--- src/rtl/updown_mod_counter_if.sv ---
// Control and status bundle for updown_mod_counter.
// master: drives en/mode/load/load_val/clr_flags, observes count and status.
// slave: the counter side of the same bundle.
interface updown_mod_counter_if #(
    parameter int WIDTH = 10
);
    logic             en;
    logic             mode;
    logic             load;
    logic [WIDTH-1:0] load_val;
    logic             clr_flags;
    logic [WIDTH-1:0] count;
    logic             tc;
    logic             at_max;
    logic             at_min;
    logic             ovf;
    logic             unf;

    modport master (
        output en, mode, load, load_val, clr_flags,
        input  count, tc, at_max, at_min, ovf, unf
    );

    modport slave (
        input  en, mode, load, load_val, clr_flags,
        output count, tc, at_max, at_min, ovf, unf
    );
endinterface

--- src/rtl/updown_mod_counter.sv ---
// Modulo up/down counter over [MIN_VAL, MAX_VAL] stepping by STEP.
// Ports: clk, rst (async active-low), bus (slave side of the bundle):
//   en/mode/load/load_val/clr_flags in; count/tc/at_max/at_min/ovf/unf out.
module updown_mod_counter #(
    parameter int WIDTH    = 10,
    parameter int MIN_VAL  = 0,
    parameter int MAX_VAL  = 999,
    parameter int STEP     = 1,
    parameter int SATURATE = 0
) (
    input  logic                 clk,
    input  logic                 rst,
    updown_mod_counter_if.slave  bus
);
    localparam int XW = WIDTH + 1;

    localparam logic [WIDTH:0] MAX_X = XW'(MAX_VAL);
    localparam logic [WIDTH:0] MIN_X = XW'(MIN_VAL);
    localparam logic [WIDTH:0] STP_X = XW'(STEP);
    localparam logic [WIDTH:0] RNG_X = XW'(MAX_VAL - MIN_VAL + 1);
    // Compare against pre-shifted limits so neither side can wrap.
    localparam logic [WIDTH:0] UP_LIM = XW'(MAX_VAL - STEP);
    localparam logic [WIDTH:0] DN_LIM = XW'(MIN_VAL + STEP);

    localparam logic [WIDTH-1:0] MAX_W = WIDTH'(MAX_VAL);
    localparam logic [WIDTH-1:0] MIN_W = WIDTH'(MIN_VAL);

    logic [WIDTH-1:0] count_q;
    logic             tc_q;
    logic             ovf_q;
    logic             unf_q;

    logic [WIDTH:0] ext;
    logic [WIDTH:0] ld_ext;
    logic [WIDTH:0] ld_clamp;
    logic [WIDTH:0] up_next;
    logic [WIDTH:0] dn_next;
    logic [WIDTH:0] nxt_x;
    logic           up_x;
    logic           dn_x;
    logic           tc_d;
    logic           ovf_d;
    logic           unf_d;
    logic           unused_msb;

    always_comb begin
        ext    = {1'b0, count_q};
        ld_ext = {1'b0, bus.load_val};
        up_x   = ext > UP_LIM;
        dn_x   = ext < DN_LIM;

        if (ld_ext > MAX_X) begin
            ld_clamp = MAX_X;
        end else if (ld_ext < MIN_X) begin
            ld_clamp = MIN_X;
        end else begin
            ld_clamp = ld_ext;
        end

        if (!up_x) begin
            up_next = ext + STP_X;
        end else if (SATURATE != 0) begin
            up_next = MAX_X;
        end else begin
            up_next = ext + STP_X - RNG_X;
        end

        if (!dn_x) begin
            dn_next = ext - STP_X;
        end else if (SATURATE != 0) begin
            dn_next = MIN_X;
        end else begin
            dn_next = ext + RNG_X - STP_X;
        end
    end

    always_comb begin
        nxt_x = ext;
        tc_d  = 1'b0;
        // A crossing in the same cycle overrides clr_flags below.
        ovf_d = bus.clr_flags ? 1'b0 : ovf_q;
        unf_d = bus.clr_flags ? 1'b0 : unf_q;

        if (bus.load) begin
            nxt_x = ld_clamp;
        end else if (bus.en && !bus.mode) begin
            nxt_x = up_next;
            if (up_x) begin
                tc_d  = 1'b1;
                ovf_d = 1'b1;
            end
        end else if (bus.en) begin
            nxt_x = dn_next;
            if (dn_x) begin
                tc_d  = 1'b1;
                unf_d = 1'b1;
            end
        end
    end

    assign unused_msb = nxt_x[WIDTH];

    always_ff @(posedge clk or negedge rst) begin
        if (!rst) begin
            count_q <= MIN_W;
            tc_q    <= 1'b0;
            ovf_q   <= 1'b0;
            unf_q   <= 1'b0;
        end else begin
            count_q <= nxt_x[WIDTH-1:0];
            tc_q    <= tc_d;
            ovf_q   <= ovf_d;
            unf_q   <= unf_d;
        end
    end

    assign bus.count  = count_q;
    assign bus.tc     = tc_q;
    assign bus.ovf    = ovf_q;
    assign bus.unf    = unf_q;
    assign bus.at_max = count_q == MAX_W;
    assign bus.at_min = count_q == MIN_W;
endmodule

--- src/flat_wrapper.sv ---
// flat-port wrapper written by rule: the top's interface ports become plain ports
module updown_mod_counter_flat 
#(
    parameter int WIDTH    = 10,
    parameter int MIN_VAL  = 0,
    parameter int MAX_VAL  = 999,
    parameter int STEP     = 1,
    parameter int SATURATE = 0
)
  (clk, rst, bus_en, bus_mode, bus_load, bus_load_val, bus_clr_flags, bus_count, bus_tc, bus_at_max, bus_at_min, bus_ovf, bus_unf);
  updown_mod_counter_if #(.WIDTH(WIDTH)) bus_i ();
  input  logic clk;
  input  logic rst;
  input wire logic [$bits(bus_i.en)-1:0] bus_en;
  input wire logic [$bits(bus_i.mode)-1:0] bus_mode;
  input wire logic [$bits(bus_i.load)-1:0] bus_load;
  input wire logic [$bits(bus_i.load_val)-1:0] bus_load_val;
  input wire logic [$bits(bus_i.clr_flags)-1:0] bus_clr_flags;
  output wire logic [$bits(bus_i.count)-1:0] bus_count;
  output wire logic [$bits(bus_i.tc)-1:0] bus_tc;
  output wire logic [$bits(bus_i.at_max)-1:0] bus_at_max;
  output wire logic [$bits(bus_i.at_min)-1:0] bus_at_min;
  output wire logic [$bits(bus_i.ovf)-1:0] bus_ovf;
  output wire logic [$bits(bus_i.unf)-1:0] bus_unf;
  assign bus_i.en = bus_en;
  assign bus_i.mode = bus_mode;
  assign bus_i.load = bus_load;
  assign bus_i.load_val = bus_load_val;
  assign bus_i.clr_flags = bus_clr_flags;
  assign bus_count = bus_i.count;
  assign bus_tc = bus_i.tc;
  assign bus_at_max = bus_i.at_max;
  assign bus_at_min = bus_i.at_min;
  assign bus_ovf = bus_i.ovf;
  assign bus_unf = bus_i.unf;
  updown_mod_counter #(.WIDTH(WIDTH), .MIN_VAL(MIN_VAL), .MAX_VAL(MAX_VAL), .STEP(STEP), .SATURATE(SATURATE)) u_core (.clk(clk), .rst(rst), .bus(bus_i));
endmodule
--- config.mk ---
export PLATFORM = sky130hd
export DESIGN_NAME = updown_mod_counter_flat
export DESIGN_NICKNAME = d
export VERILOG_FILES = /design/src/rtl/updown_mod_counter_if.sv /design/src/rtl/updown_mod_counter.sv /design/src/flat_wrapper.sv
export SDC_FILE = /design/constraint.sdc
export NUM_CORES = 1
export LEC_CHECK = 0
export ABC_AREA = 1
export ABC_CLOCK_PERIOD_IN_PS = 2510
export BUFFER_PORTS_ARGS = -buffer_cell sky130_fd_sc_hd__buf_2
export CAP_MARGIN = 40
export CORE_ASPECT_RATIO = 1.4
export CORE_UTILIZATION = 58
export CTS_BUF_LIST = sky130_fd_sc_hd__clkbuf_4 sky130_fd_sc_hd__clkbuf_8 sky130_fd_sc_hd__clkbuf_16
export CTS_CLUSTER_DIAMETER = 60
export DETAILED_ROUTE_END_ITERATION = 10
export PLACE_DENSITY = 0.85
export SYNTH_ARGS = -nofsm -noshare
export SYNTH_HDL_FRONTEND = slang
export SYNTH_SLANG_ARGS = --single-unit
export TNS_END_PERCENT = 10
--- constraint.sdc ---
create_clock -name clk -period 2.51 [get_ports clk]
set_clock_uncertainty 0.1 [all_clocks]
set_input_delay 0.3765 -clock clk [delete_from_list [all_inputs] [get_ports clk]]
set_output_delay 0.3765 -clock clk [all_outputs]
set_load 0.05 [all_outputs]
==> impl_metrics.json <==
{
  "critical_path_arrival_ns": 1.88,
  "syn_avg_cell_area_um2": 6.105,
  "register_bit_total_from_synthesis": 13,
  "cellPowerDensity_nw_per_um2": 522.6,
  "grt_use_total_pct": 31.61,
  "power_leakage_nw": 0.8569,
  "register_clock_pin_slew_on_the_reported_worst_setup_and_hold_paths_ns": 0.09,
  "internal_power_w": 0.0004123,
  "clk_root_buffer_cell": "clkbuf_4",
  "ioPinCount": 31,
  "io_buffers": 30,
  "sw_frac_of_total_pct": 48.65,
  "antenna_found_initial": 0,
  "design_area_um2": 1536,
  "synth_cell_types": 29,
  "setup_repair_after_global_routing_missed_its_margin": "false",
  "final_common_cell": "nand2_1",
  "endpoint_kind": "output pin",
  "synth.top_cell.area_share_pct": 23.90,
  "synth.cell_area_um2": 1361,
  "final-max-slew-violation-count": 0,
  "grt_start_max_net_pins": 14,
  "routedWlPerCell_um": 13.11,
  "synth.yosys.seq_area_share_pct": 23.90,
  "worst_ep_required_time_ns": 2.03,
  "post_dp_cell_area_um2": 1496,
  "setup.worst_path.class": "reg -> out",
  "diodes": 0,
  "drt-total-wl_um": 3605,
  "clk_latency_ns": 0.29,
  "residual_overflow_from_global_routing": 0,
  "hold_path_class": "in -> reg",
  "seqPwrFrac_pct": 35.3,
  "vdd_ir_drop_max_v": 0.0003522,
  "synth-warning-count": 0,
  "setup_total_negative_slack_ns": 0,
  "max_cap_viols": 0,
  "vias_per_cell": 5.440,
  "layout-drive-gt1-share_pct": 20.55,
  "drtAntennaViolNets": 0,
  "max-slew-margin-rel_pct": 54.74,
  "clock-sinks": 13,
  "synth_top_area_cell": "dfrtp_1",
  "max_slew.worst_pin.slew_ns": 0.6764,
  "die-height_um": 59.32,
  "drt_drc_violations_left": 0,
  "dp_hpwl_um": 2829,
  "drt_pass_1_iters": 4,
  "min_tclk_post_route_ns": 2.354,
  "combinationalPowerShare_pct": 45.9,
  "synthTopCellsByArea": "dfrtp_1 24%, nand2_1 22%, nand3_1 8.1%",
  "clkPwrFrac_pct": 18.8,
  "cts.repair_timing.setup_buffer_count": 0,
  "post_layout_nonfiller_instances": 275,
  "timing.final.hold_violations": 0,
  "clock_tree.htree_level_count": 1,
  "status": "finished clean",
  "vias": 1496,
  "grt_pass1_vias": 1423,
  "kind_of_launch_point_of_the_worst_setup_path": "flop",
  "floorplan.initialDensity_pct": 61.82,
  "die_w_um": 42.95,
  "grt_pass1_wl_um": 6141,
  "place.detailed.instances": 270,
  "timing.final.crit_share_pct": 93.80,
  "syn2layout_area_growth_pct": 12.87,
  "net-switching-power_w": 0.0003906,
  "cts_buffer_depth": 2,
  "syn_inst": 223,
  "num_rows": 20,
  "final_setup_vio_count": 0,
  "commonest_cells_after_routing_fill_and_taps_aside": "79 x nand2_1, 30 x buf_2, 25 x inv_1, 22 x nand3_1, 22 x nor2_1",
  "syn-num-nets": 243,
  "cts_buffers": 3,
  "path_max_fanout": 7,
  "final_net_count": 274,
  "die_area_um2": 2548,
  "starting_drc_count_in_detailed_routing": 76,
  "routabilityCongestion": 0.9412,
  "timing.fmax_mhz": 424.7,
  "design.core.area_um2": 2202,
  "cts_tree": "yes",
  "filler_instances": 212
}
[power groups by stage]
stage	registers, W	clock network [W]	logic, W
finish	0.000284	0.000151	0.000368
global route	0.000288	0.000158	0.000410
CTS	0.000283	0.000148	0.000366
detailed placement	0.000287	0	0.000363
global placement	0.000285	0	0.000358
floorplan	0.000342	0	0.000227
[layer usage]
| layer | GRT usage (%) | share of wire [%] |
|---|---|---|
| met5 | 0 | 0 |
| met4 | 9.957 | 1.8 |
| met3 | 3.354 | 5.2 |
| met2 | 55.84 | 50 |
| met1 | 40.23 | 43 |
[sequential cells by signal, summed over array words and instances, names as in the netlist]
name	cells
u_core.bus.unf	1
u_core.bus.count	10
u_core.bus.tc	1
u_core.bus.ovf	1
[kinds of logic after synthesis]
group                    Yosys count  share of synthesized area (%)
flip-flops                        13                          23.90
adder cells (fa/ha/maj)            4                          3.677
AND/OR/NAND/NOR                  146                          47.79
AO/OA/AOI/OAI                     20                          8.916
XOR/XNOR                           7                          4.504
buffers and inverters             33                          11.21
[synthesized netlist by cell type (all sizes together)]
cell     n
a21oi    3
a22oi    4
a31oi    1
buf      4
clkbuf   1
clkinv   1
dfrtp   13
ha       4
inv     27
nand2   87
nand3   22
nand4    6
nor2    28
nor3     2
nor4     1
o211ai   1
o21ai    8
o21bai   1
o221ai   1
o22ai    1
xnor2    1
xor2     6
[area by class of cell]
cell class                 instances  area [um^2]  share of cell area [%]
multi-input combinational        177        888.4                   57.82
sequential                        13        325.3                   21.17
timing repair buffer              31        160.2                   10.42
inverter                          28        105.1                   6.840
clock buffer                       4        30.03                   1.954
tap                               22        27.53                   1.792
[per-stage QoR]
stage                     power [W]  util, %  setup WS [ns]  hold WS [ns]
after floorplan           0.0005692        -         0.3099      -0.01909
after CTS                 0.0007969    69.77         0.1787        0.2323
after global routing      0.0008557    69.77        0.05831        0.2432
after global placement    0.0006437    67.95         0.5438        0.1775
after detailed placement  0.0006497    67.95         0.5062        0.1862
final                     0.0008030    69.77         0.1555        0.2199
[final timing paths]
kind | startpoint | endpoint | slack, ns | cells past startpoint
max reg2reg | u_core.bus.count[1]$_DFFE_PN0P_ | u_core.bus.count[4]$_DFFE_PN0P_ | 0.52 | 11
max | u_core.bus.count[0]$_DFFE_PN0P_ | bus_at_min | 0.16 | 7
min in group asynchronous | rst | u_core.bus.unf$_DFF_PN0_ | 0.40 | 2
min reg2reg | u_core.bus.unf$_DFF_PN0_ | u_core.bus.unf$_DFF_PN0_ | 0.40 | 2
max in group asynchronous | rst | u_core.bus.count[5]$_DFFE_PN0P_ | 1.66 | 2
min | bus_clr_flags | u_core.bus.unf$_DFF_PN0_ | 0.22 | 4
[worst max-delay path, cell delays in order (launching register included)]
cell,delay [ns]
dfrtp_1,0.42
inv_1,0.22
ha_1,0.25
nand2_1,0.11
nor2_2,0.15
nand2_1,0.09
inv_1,0.08
buf_2,0.26
[repair_timing]
action | in CTS | in global routing
hold buffers | 1 | 0
hold endpoints to repair | 13 | 0
gates resized for setup | 0 | 0
(Power assumes the default switching activity.)
